==> src/rtl/count_bcd_decoder.sv <==
// Serial binary-to-BCD converter (shift-add-3), one input bit per clock.
// Sits between the free-running count and the digit renderer; start/busy/done handshake.
//
// state   | meaning
// S_IDLE  | waiting for start; bcd holds last result
// S_SHIFT | one add-3/shift step per clock, WIDTH steps total
// S_DONE  | publish scratch to bcd, pulse done
module count_bcd_decoder #(
  parameter int WIDTH  = 16,
  parameter int DIGITS = 5
) (
  input  logic                  clk,
  input  logic                  rst,
  input  logic                  start,
  input  logic [WIDTH-1:0]      bin,
  output logic                  busy,
  output logic                  done,
  output logic [4*DIGITS-1:0]   bcd
);

  localparam int CW = $clog2(WIDTH + 1);

  typedef enum logic [1:0] {
    S_IDLE  = 2'd0,
    S_SHIFT = 2'd1,
    S_DONE  = 2'd2
  } state_t;

  state_t              state_q, state_d;
  logic [WIDTH-1:0]    shift_q, shift_d;
  logic [4*DIGITS-1:0] scratch_q, scratch_d;
  logic [4*DIGITS-1:0] adj;
  logic [CW-1:0]       cnt_q, cnt_d;
  logic [4*DIGITS-1:0] bcd_q, bcd_d;
  logic                done_q, done_d;

  always_ff @(posedge clk) begin
    if (rst) begin
      state_q <= S_IDLE;
    end else begin
      state_q <= state_d;
    end
  end

  always_comb begin
    state_d = state_q;
    case (state_q)
      S_IDLE:  if (start) state_d = S_SHIFT;
      S_SHIFT: if (cnt_q == CW'(WIDTH - 1)) state_d = S_DONE;
      S_DONE:  state_d = S_IDLE;
      default: state_d = S_IDLE;
    endcase
  end

  // Digits >= 5 are corrected before the shift so they carry correctly into the next digit.
  always_comb begin
    adj = scratch_q;
    for (int i = 0; i < DIGITS; i++) begin
      if (scratch_q[4*i +: 4] >= 4'd5) begin
        adj[4*i +: 4] = scratch_q[4*i +: 4] + 4'd3;
      end
    end
  end

  always_comb begin
    shift_d   = shift_q;
    scratch_d = scratch_q;
    cnt_d     = cnt_q;
    bcd_d     = bcd_q;
    done_d    = 1'b0;
    case (state_q)
      S_IDLE: begin
        if (start) begin
          shift_d   = bin;
          scratch_d = '0;
          cnt_d     = '0;
        end
      end
      S_SHIFT: begin
        {scratch_d, shift_d} = {adj, shift_q} << 1;
        cnt_d = cnt_q + CW'(1);
      end
      S_DONE: begin
        bcd_d  = scratch_q;
        done_d = 1'b1;
      end
      default: ;
    endcase
  end

  always_ff @(posedge clk) begin
    if (rst) begin
      shift_q   <= '0;
      scratch_q <= '0;
      cnt_q     <= '0;
      bcd_q     <= '0;
      done_q    <= 1'b0;
    end else begin
      shift_q   <= shift_d;
      scratch_q <= scratch_d;
      cnt_q     <= cnt_d;
      bcd_q     <= bcd_d;
      done_q    <= done_d;
    end
  end

  always_comb begin
    busy = (state_q != S_IDLE);
    done = done_q;
    bcd  = bcd_q;
  end

endmodule

==> config.mk <==
export PLATFORM = sky130hd
export DESIGN_NAME = count_bcd_decoder
export DESIGN_NICKNAME = d
export VERILOG_FILES = /design/src/rtl/count_bcd_decoder.sv
export SDC_FILE = /design/constraint.sdc
export NUM_CORES = 1
export LEC_CHECK = 0
export BUFFER_PORTS_ARGS = -buffer_cell sky130_fd_sc_hd__buf_2
export CAP_MARGIN = 10
export CORE_MARGIN = 1.5
export CORE_UTILIZATION = 55
export CTS_CLUSTER_DIAMETER = 200
export CTS_CLUSTER_SIZE = 20
export DETAILED_ROUTE_END_ITERATION = 6
export MAX_ROUTING_LAYER = met4
export PLACE_DENSITY = 0.78
export SETUP_SLACK_MARGIN = 0.4
export SLEW_MARGIN = 10
export SYNTH_ARGS = -nofsm -noshare
export SYNTH_HDL_FRONTEND = slang
export SYNTH_SLANG_ARGS = --single-unit
==> constraint.sdc <==
create_clock -name clk -period 4.3 [get_ports clk]
set_clock_uncertainty 0.05 [all_clocks]
set_input_delay 0.645 -clock clk [delete_from_list [all_inputs] [get_ports clk]]
set_output_delay 0.645 -clock clk [all_outputs]
set_load 0.01 [all_outputs]
## Word-level counts from Yosys, hierarchy flattened

Index checks and enable logic that the tools add are counted.

| storage, ports and cells | value |
|---|---|
| input port bits | 19 |
| logic and storage cells | 42 |
| register bits after elaboration | 64 |
| output and inout bits | 22 |

| operators by class | value |
|---|---|
| magnitude comparators | 5 |
| muxes and demuxes | 15 |
| reductions and logical operators | 5 |
| add/sub/neg operators | 6 |
| equal/unequal tests | 5 |

Operators with widths:

| kind | number |
|---|---|
| 20-bit case mux with 2 select lines | 1 |
| 16-bit case mux with 2 select lines | 1 |
| 4-bit by 3-bit greater-or-equal comparator with 1-bit output (second input constant) | 5 |
| 20-bit two-way mux | 1 |
| 4-bit by 2-bit adder with 4-bit output (second input constant) | 4 |
| 16-bit two-way mux | 1 |
| 4-bit two-way mux | 4 |
| 5-bit case mux with 2 select lines | 1 |
| 5-bit by 1-bit adder with 5-bit output (second input constant) | 1 |
| 5-bit by 4-bit equality test with 1-bit output (second input constant) | 1 |
| 5-bit two-way mux | 1 |
| 2-bit two-way mux | 2 |
| 2-bit inequality test (second input constant) | 2 |
| 2-bit case mux with 2 select lines | 1 |
| 2-bit AND reduction | 2 |
| 2-bit nonzero test | 2 |
| 3-bit by 2-bit adder with 3-bit output (second input constant) | 1 |
| 3-bit two-way mux | 1 |
| 2-bit by 1-bit equality test with 1-bit output (second input constant) | 1 |
| 2-bit equality test (second input constant) | 1 |
| 2-bit logical NOT | 1 |
| 1-bit two-way mux | 1 |

## Longest topological paths before layout

Gate-level depths: netlist of run 1.

| depth | value |
|---|---|
| depth after elaboration | 3 |
| depth in mapped cells | 7 |
| gate-level depth less buffers | 6 |

## Worst setup path before layout of run 1

Ideal clock, no wire load.

| timing | value |
|---|---|
| path kind | register to output |
| start | register state_q[1] |
| end | output port busy |
| setup slack | 2.637 ns |
| arrival | 0.968 ns |
| data required time | 3.605 ns |
| cell stages (with the launch flop) | 4 |
| path buffers | 2 |
| cell sequence | dfxtp_1 > buf_2 > buf_2 > or2_2 |

| between the ends | value |
|---|---|
| longest elaborated chain between the ends | 1 |

RTL lines:

| element | RTL line | RTL |
|---|---|---|
| from (decl) | 29 | `state_t state_q, state_d;` |
| from (signal assigned) | 41 | `state_q <= state_d;` |
| 2-bit nonzero test | 108 | `busy = (state_q != S_IDLE);` |
| to (decl) | 16 | `output logic busy,` |

Every way passes these cells.

## Worst setup path after layout of run 1

| timing | value |
|---|---|
| start | register state_q[0] |
| end | register scratch_q[5] |

| between the ends | value |
|---|---|
| longest elaborated chain between the ends | 3 |

RTL lines:

| element | RTL line | RTL |
|---|---|---|
| 2-bit by 1-bit equality test with 1-bit output / 2-bit logical NOT (equally long branches) | 71 | `case (state_q)` |
| 2-bit nonzero test (no line) / 2-bit inequality test (equally long branches) | - |  |
| 2-bit AND reduction (no line) | - |  |
| to (signal assigned) | 100 | `scratch_q <= scratch_d;` |
| to (decl) | 31 | `logic [4*DIGITS-1:0] scratch_q, scratch_d;` |

Several ways; a longest one is shown, not always the timed one.
A chain may end at the register's enable or synchronous reset.

==> results_dict.tcl, run 1 <==
set metrics [dict create \
    status "completed" \
    rows 26 \
    clk_root_buffer_cell "sky130_fd_sc_hd__clkbuf_8" \
    post_cts_repair_resize_count 0 \
    cp-start-kind "flop" \
    total_instance_count_after_detailed_placement 445 \
    synth_enable_flop_cells 0 \
    timing.setup.tns_ps 0 \
    synth_top_cell_area_share_pct 43.1 \
    hold_path_depth 2 \
    grt_first_pass_wirelength_microns 10100 \
    worst-endpoint-required_ps 4530 \
    clock_transition_at_the_registers_of_the_reported_paths_ps 70 \
    tritoncts_clock_tree "built" \
    finalWirelength_microns 5930 \
    cts_hold_buffers 0 \
    io_buffers 40 \
    synth_cells 357 \
    final_hold_viol_count 0 \
    ys_seq_elements 64 \
    timing_worst_setup_path_type "flop to flop" \
    syn2layout_area_growth_pct 12.9 \
    final_layout_size_suffix_gt1_share_pct 18.7 \
    syn-cell-area_sq_um 2970 \
    ys_top_cells_by_area "sky130_fd_sc_hd__dfxtp_1 43%, sky130_fd_sc_hd__a21oi_1 8.8%, sky130_fd_sc_hd__nand2_1 5.8%" \
    crit_path_end_kind "flop" \
    dieArea_sq_um 5850 \
    detailed_place_hpwl_microns 3820 \
    regToRegSetupSlack_ps 2100 \
    postCtsSetupBuffers 0 \
    htree_num_levels 3 \
    regToRegEndpoint "scratch_q[5]" \
    drv.max_cap_violation_count 0 \
    largest_net_degree_at_the_start_of_global_routing 53 \
    grt_overflow 0 \
    post_synthesis_net_count 388 \
    fin_crit_sh_pct 51.3 \
    synth_cell_type_count 35 \
    layout.cells.non_filler 460 \
    post_drt_wl_per_cell_microns 12.9 \
    seq_area_frac_synth_pct 43.1 \
    initial_utilization_pct 57.5 \
    clock_sinks 64 \
    drtPass1Iterations 4 \
    drt_iter0_drc 115 \
    final_max_slew_viol_count 0 \
    maxSlewHeadroom_pct 36.1 \
    gp_congestion 0.789 \
    cts_max_path_buffers 2 \
    chipWidth_microns 76.5 \
    number_of_buffers_created_by_cts 9 \
    post-route-drc-count 0 \
    antenna_violations_before_repair 0 \
    synth_async_sr_flop_share_pct 0 \
    path_max_fanout 17 \
    worst_slew_pin_slew_ps 959 \
    hold_path_startpoint "bcd[0]" \
    detailroute.via_count 2482 \
    worst_skew_pair.late_latency_ps 330 \
    ant_nets 0 \
    pnr_worst_setup_slack_ps 2100 \
    p_per_area_nw_per_um2 370 \
    design.final.nets 417 \
    crit-reg2reg-launch "state_q[0]" \
    synthFlopType "sky130_fd_sc_hd__dfxtp_1" \
    groute.usage.overall_pct 22.4 \
    post_synth_most_frequent_cells "64 x sky130_fd_sc_hd__dfxtp_1, 52 x sky130_fd_sc_hd__a21oi_1, 46 x sky130_fd_sc_hd__nand2_1" \
    rsz0062_at_grt "false" \
    period_needed_ps 2200 \
    fmax_ghz 0.454 \
    power_leakage_nw 1.37 \
    min-delay-path-class "flop to flop" \
    nFillCells 464 \
    vdd_drop_max_uv 246 \
    design.portCount 41 \
    placeableCoreArea_sq_um 5170 \
    antenna_cell_count 0 \
    top_cell_type_by_total_area_after_synthesis "sky130_fd_sc_hd__dfxtp_1" \
    floorplan_die_height_microns 76.5 \
    pre_cts_setup_slack_ps 2110 \
    vias_per_cell 5.40 \
    setup-violations-final 0 \
    worstPathArrival_ps 2430 \
    yosysMostFrequentCell "sky130_fd_sc_hd__dfxtp_1" \
    worst-r2r-cell-count 3 \
    syn_avg_cell_area_sq_um 8.32 \
    worstHoldEndpoint "bcd[0]" \
    synth_warn 0 \
    first_global_vias 2275 \
]
## stage by stage
step / util, % / hold slack (ps) / cell area [sq um] / power, mW
after global placement: 60.9 / 389 / 3150 / 0.722
after detailed placement: 60.9 / 393 / 3150 / 0.725
after global routing: 64.9 / 419 / 3350 / 1.29
final: 64.9 / 401 / 3350 / 1.24
after floorplan: - / 391 / 2970 / 0.705
after CTS: 64.9 / 402 / 3350 / 1.25
## area by class of cell
type | count | area [sq um] | share of cell area [%]
inverter | 20 | 75.1 | 2.24
timing repair buffer | 42 | 215 | 6.42
multi-input combinational | 249 | 1490 | 44.4
clock buffer | 12 | 165 | 4.92
sequential | 64 | 1280 | 38.2
clock inverter | 3 | 40.0 | 1.19
tap | 70 | 87.6 | 2.61
## power breakdown
part           total [mW]  internal, mW  switching (mW)
registers           0.624         0.609          0.0149
clock network       0.528         0.310           0.218
logic              0.0880        0.0343          0.0537
## worst max path at each step
stage / startpoint / to / slack [ps]
floorplan: state_q[1] / busy / 2640
global placement: rst / scratch_q[5] / 2190
detailed placement: state_q[0] / scratch_q[12] / 2110
CTS: state_q[0] / scratch_q[12] / 2090
global route: state_q[0] / scratch_q[5] / 1910
finish: state_q[0] / scratch_q[5] / 2100
## cell families after synthesis
logic type / Yosys count / share of synthesized area [%]
AND/OR/NAND/NOR: 120 / 18.0
AO/OA/AOI/OAI: 103 / 22.7
flip-flops: 64 / 43.1
buffers and inverters: 44 / 6.74
adder cells (fa/ha/maj): 12 / 5.05
XOR/XNOR: 9 / 2.65
multiplexers: 5 / 1.68
## per-layer routing
layer / part of all wire, % / vias up / track usage (%)
met5: 0 / - / -
met4: 1.3 / 0 / 10.4
met3: 3.4 / 8 / 5.75
met2: 48 / 45 / 35.2
met1: 47 / 1157 / 26.8
li1: - / 1272 / -
## sequential cells by signal, summed over array words and instances, names as in the netlist
register and count:
bcd 20, shift_q 16, state_q 2, done 1
cnt_q 5, scratch_q 20
## cells in the final DEF (no fill, tap or decap), drive strengths merged
master | netlist | final
nor2 | 40 | 40
xnor2 | 5 | 5
nor3b | 1 | 1
o21bai | 1 | 1
a2111oi | 5 | 5
nand2b | 8 | 8
nand2 | 46 | 46
nor3 | 6 | 6
nand3 | 7 | 7
nand3b | 1 | 1
dfxtp | 64 | 64
clkinv | 0 | 2
and2 | 1 | 1
inv | 20 | 20
a22oi | 6 | 6
and2b | 1 | 1
or2 | 1 | 1
bufinv | 0 | 1
and3 | 1 | 1
mux2i | 5 | 5
buf | 19 | 42
a22o | 14 | 14
ha | 12 | 12
o221a | 5 | 5
or3 | 1 | 1
o21ai | 16 | 16
a31oi | 1 | 1
xor2 | 4 | 4
a21oi | 52 | 52
nor2b | 6 | 6
o22ai | 3 | 3
clkbuf | 5 | 12
## worst max-delay path, stage by stage, from the launching register on
cell	delay [ps]
sky130_fd_sc_hd__dfxtp_1	700
sky130_fd_sc_hd__nand2b_1	550
sky130_fd_sc_hd__nor2_2	630
sky130_fd_sc_hd__a22o_1	210
(Power assumes the default switching activity.)
==> run 2: changes to the inputs <==
- clock period: 4.3 -> 2.3 ns (I/O delays scaled with it)
==> run 2 against run 1 <==
  * Via count up 2.7%
  * Non-clock buffer count up 5
  * Cell area up 0.63%
  * Worst setup slack worse by 1600 ps
  * Sequential power up 86%
  * Routed wire length up 3.0%
  * Flip-flop and latch count unchanged
  * Core utilization up 0.41 points
  * Clock-buffer cell count up 1
  * Fmax up 22%
  * Global-route usage up 0.46 points
  * Critical path type unchanged
  * Largest power group unchanged
==> results_dict.tcl, run 2 (synthesis gave the netlist of run 1 again) <==
set metrics [dict create \
    status "completed" \
    maxSlewHeadroom_pct 55.2 \
    number_of_buffers_created_by_cts 9 \
    final_cell_mix "64 x sky130_fd_sc_hd__dfxtp_1, 52 x sky130_fd_sc_hd__a21oi_1, 46 x sky130_fd_sc_hd__nand2_1" \
    vdd_drop_max_uv 355 \
    rows 26 \
    placeableCoreArea_sq_um 5170 \
    fmax_ghz 0.553 \
    min-delay-path-class "primary input to flop" \
    worst_skew_pair.late_latency_ps 350 \
    initial_utilization_pct 57.5 \
    drt_iter0_drc 132 \
    final_hold_viol_count 0 \
    crit_path_leading_delay_family "simple AND/OR/NAND/NOR gates" \
    p_per_area_nw_per_um2 664 \
    design_area_sq_um 3380 \
    hold_path_depth 3 \
    drtPass1Iterations 4 \
    grt_overflow 0 \
    cp-start-kind "flop" \
    drv.max_cap_violation_count 0 \
    chipWidth_microns 76.5 \
    path_max_fanout 10 \
    groute.usage.overall_pct 22.8 \
    ant_nets 0 \
    fin_hold_ws_ps 145 \
    post_drt_wl_per_cell_microns 13.1 \
    crit_chain "nand2b_1, buf_4, or3_1, a31oi_1" \
    final_max_slew_viol_count 0 \
    antenna_violations_before_repair 0 \
    syn2layout_area_growth_pct 13.6 \
    layout.cells.most_common "sky130_fd_sc_hd__dfxtp_1" \
    largest_net_degree_at_the_start_of_global_routing 29 \
    worstPathArrival_ps 2030 \
    timing.setup.tns_ps 0 \
    cpPeakStageDelay_ps 530 \
    clock_sinks 64 \
    timing_worst_setup_path_type "flop to flop" \
    htree_num_levels 3 \
    clk_root_buffer_cell "sky130_fd_sc_hd__clkbuf_8" \
    crit_path_end_kind "flop" \
    rsz0062_at_grt "true" \
    detailroute.via_count 2550 \
    number_of_cells_on_the_critical_path 4 \
    worst-r2r-cell-count 4 \
    period_needed_ps 1810 \
    tritoncts_clock_tree "built" \
    first_global_vias 2361 \
    worst_slew_pin_slew_ps 670 \
    final_layout_size_suffix_gt1_share_pct 19.7 \
    setup-violations-final 0 \
    design.portCount 41 \
    power.total_mw 2.24 \
    finalWirelength_microns 6110 \
    antenna_cell_count 0 \
    worst-endpoint-required_ps 2520 \
    post-route-drc-count 0 \
    design.final.nets 422 \
    grt_first_pass_wirelength_microns 10300 \
    placed_area_sq_um 3190 \
    gp_congestion 0.815 \
    floorplan_die_height_microns 76.5 \
    dieArea_sq_um 5850 \
    power_leakage_nw 1.39 \
    vias_per_cell 5.47 \
    postCtsSetupBuffers 0 \
    critical-path-slowest-cell "sky130_fd_sc_hd__dfxtp_1" \
    fin_crit_sh_pct 78.6 \
    cts_max_path_buffers 2 \
    clock_transition_at_the_registers_of_the_reported_paths_ps 60 \
    io_buffers 40 \
    path_buf_inv 1 \
    detailed_place_hpwl_microns 4110 \
]
## run 2: changes by cell type in the layout (fill, tap and decap cells not counted), sizes merged
cell,delta
clkinv,+1
bufinv,-1
clkbuf,+1
buf,+5
## run 2: metal layers
metal  routed length, microns  up-vias  global-route usage (%)
li1                         -     1288                       -
met1                     2790     1195                    26.3
met2                     2960       58                    37.8
met3                      240        9                    4.55
met4                      122        0                    11.5
met5                        0        -                       -
## run 2: tightest hold or removal path, delay by kind of cell
family                 cells  cell delay (ps)
buffers and inverters      1               70
AOI/OAI and AO/OA          1               50
and+or+nand+nor            1               30
## run 2: through the flow
stage	util [%]	setup slack (ps)	cells
2_1_floorplan	-	883	357
3_3_place_gp	61.6	651	450
3_5_place_dp	61.6	551	450
4_1_cts	65.2	523	466
5_1_grt	65.3	404	466
6_report	65.3	492	466
## run 2: power by group
part	switching (mW)	internal (mW)
Sequential	0.0261	1.14
Combinational	0.108	0.0704
Clock	0.422	0.474
## run 2: what timing repair did
item	in CTS	in global routing
hold buffers	0	0
gates resized for setup	0	1
endpoints found under the hold margin	0	0
endpoints found under the setup margin	0	15
## run 2: path summary, 6_finish.rpt
check | slack (ps) | end | from
worst max-delay path | 490 | cnt_q[3] | state_q[0]
worst min-delay path | 150 | shift_q[6] | bin[6]
worst max register to register | 490 | cnt_q[3] | state_q[0]
worst min register to register | 400 | bcd[11] | bcd[11]
## run 2: cell type report
class / count / area (sq um)
Clock buffer: 13 / 169
Clock inverter: 3 / 15.0
Fill cell: 461 / 1800
Inverter: 20 / 75.1
Multi-Input combinational cell: 249 / 1500
Sequential cell: 64 / 1280
Tap cell: 70 / 87.6
Timing Repair Buffer: 47 / 253
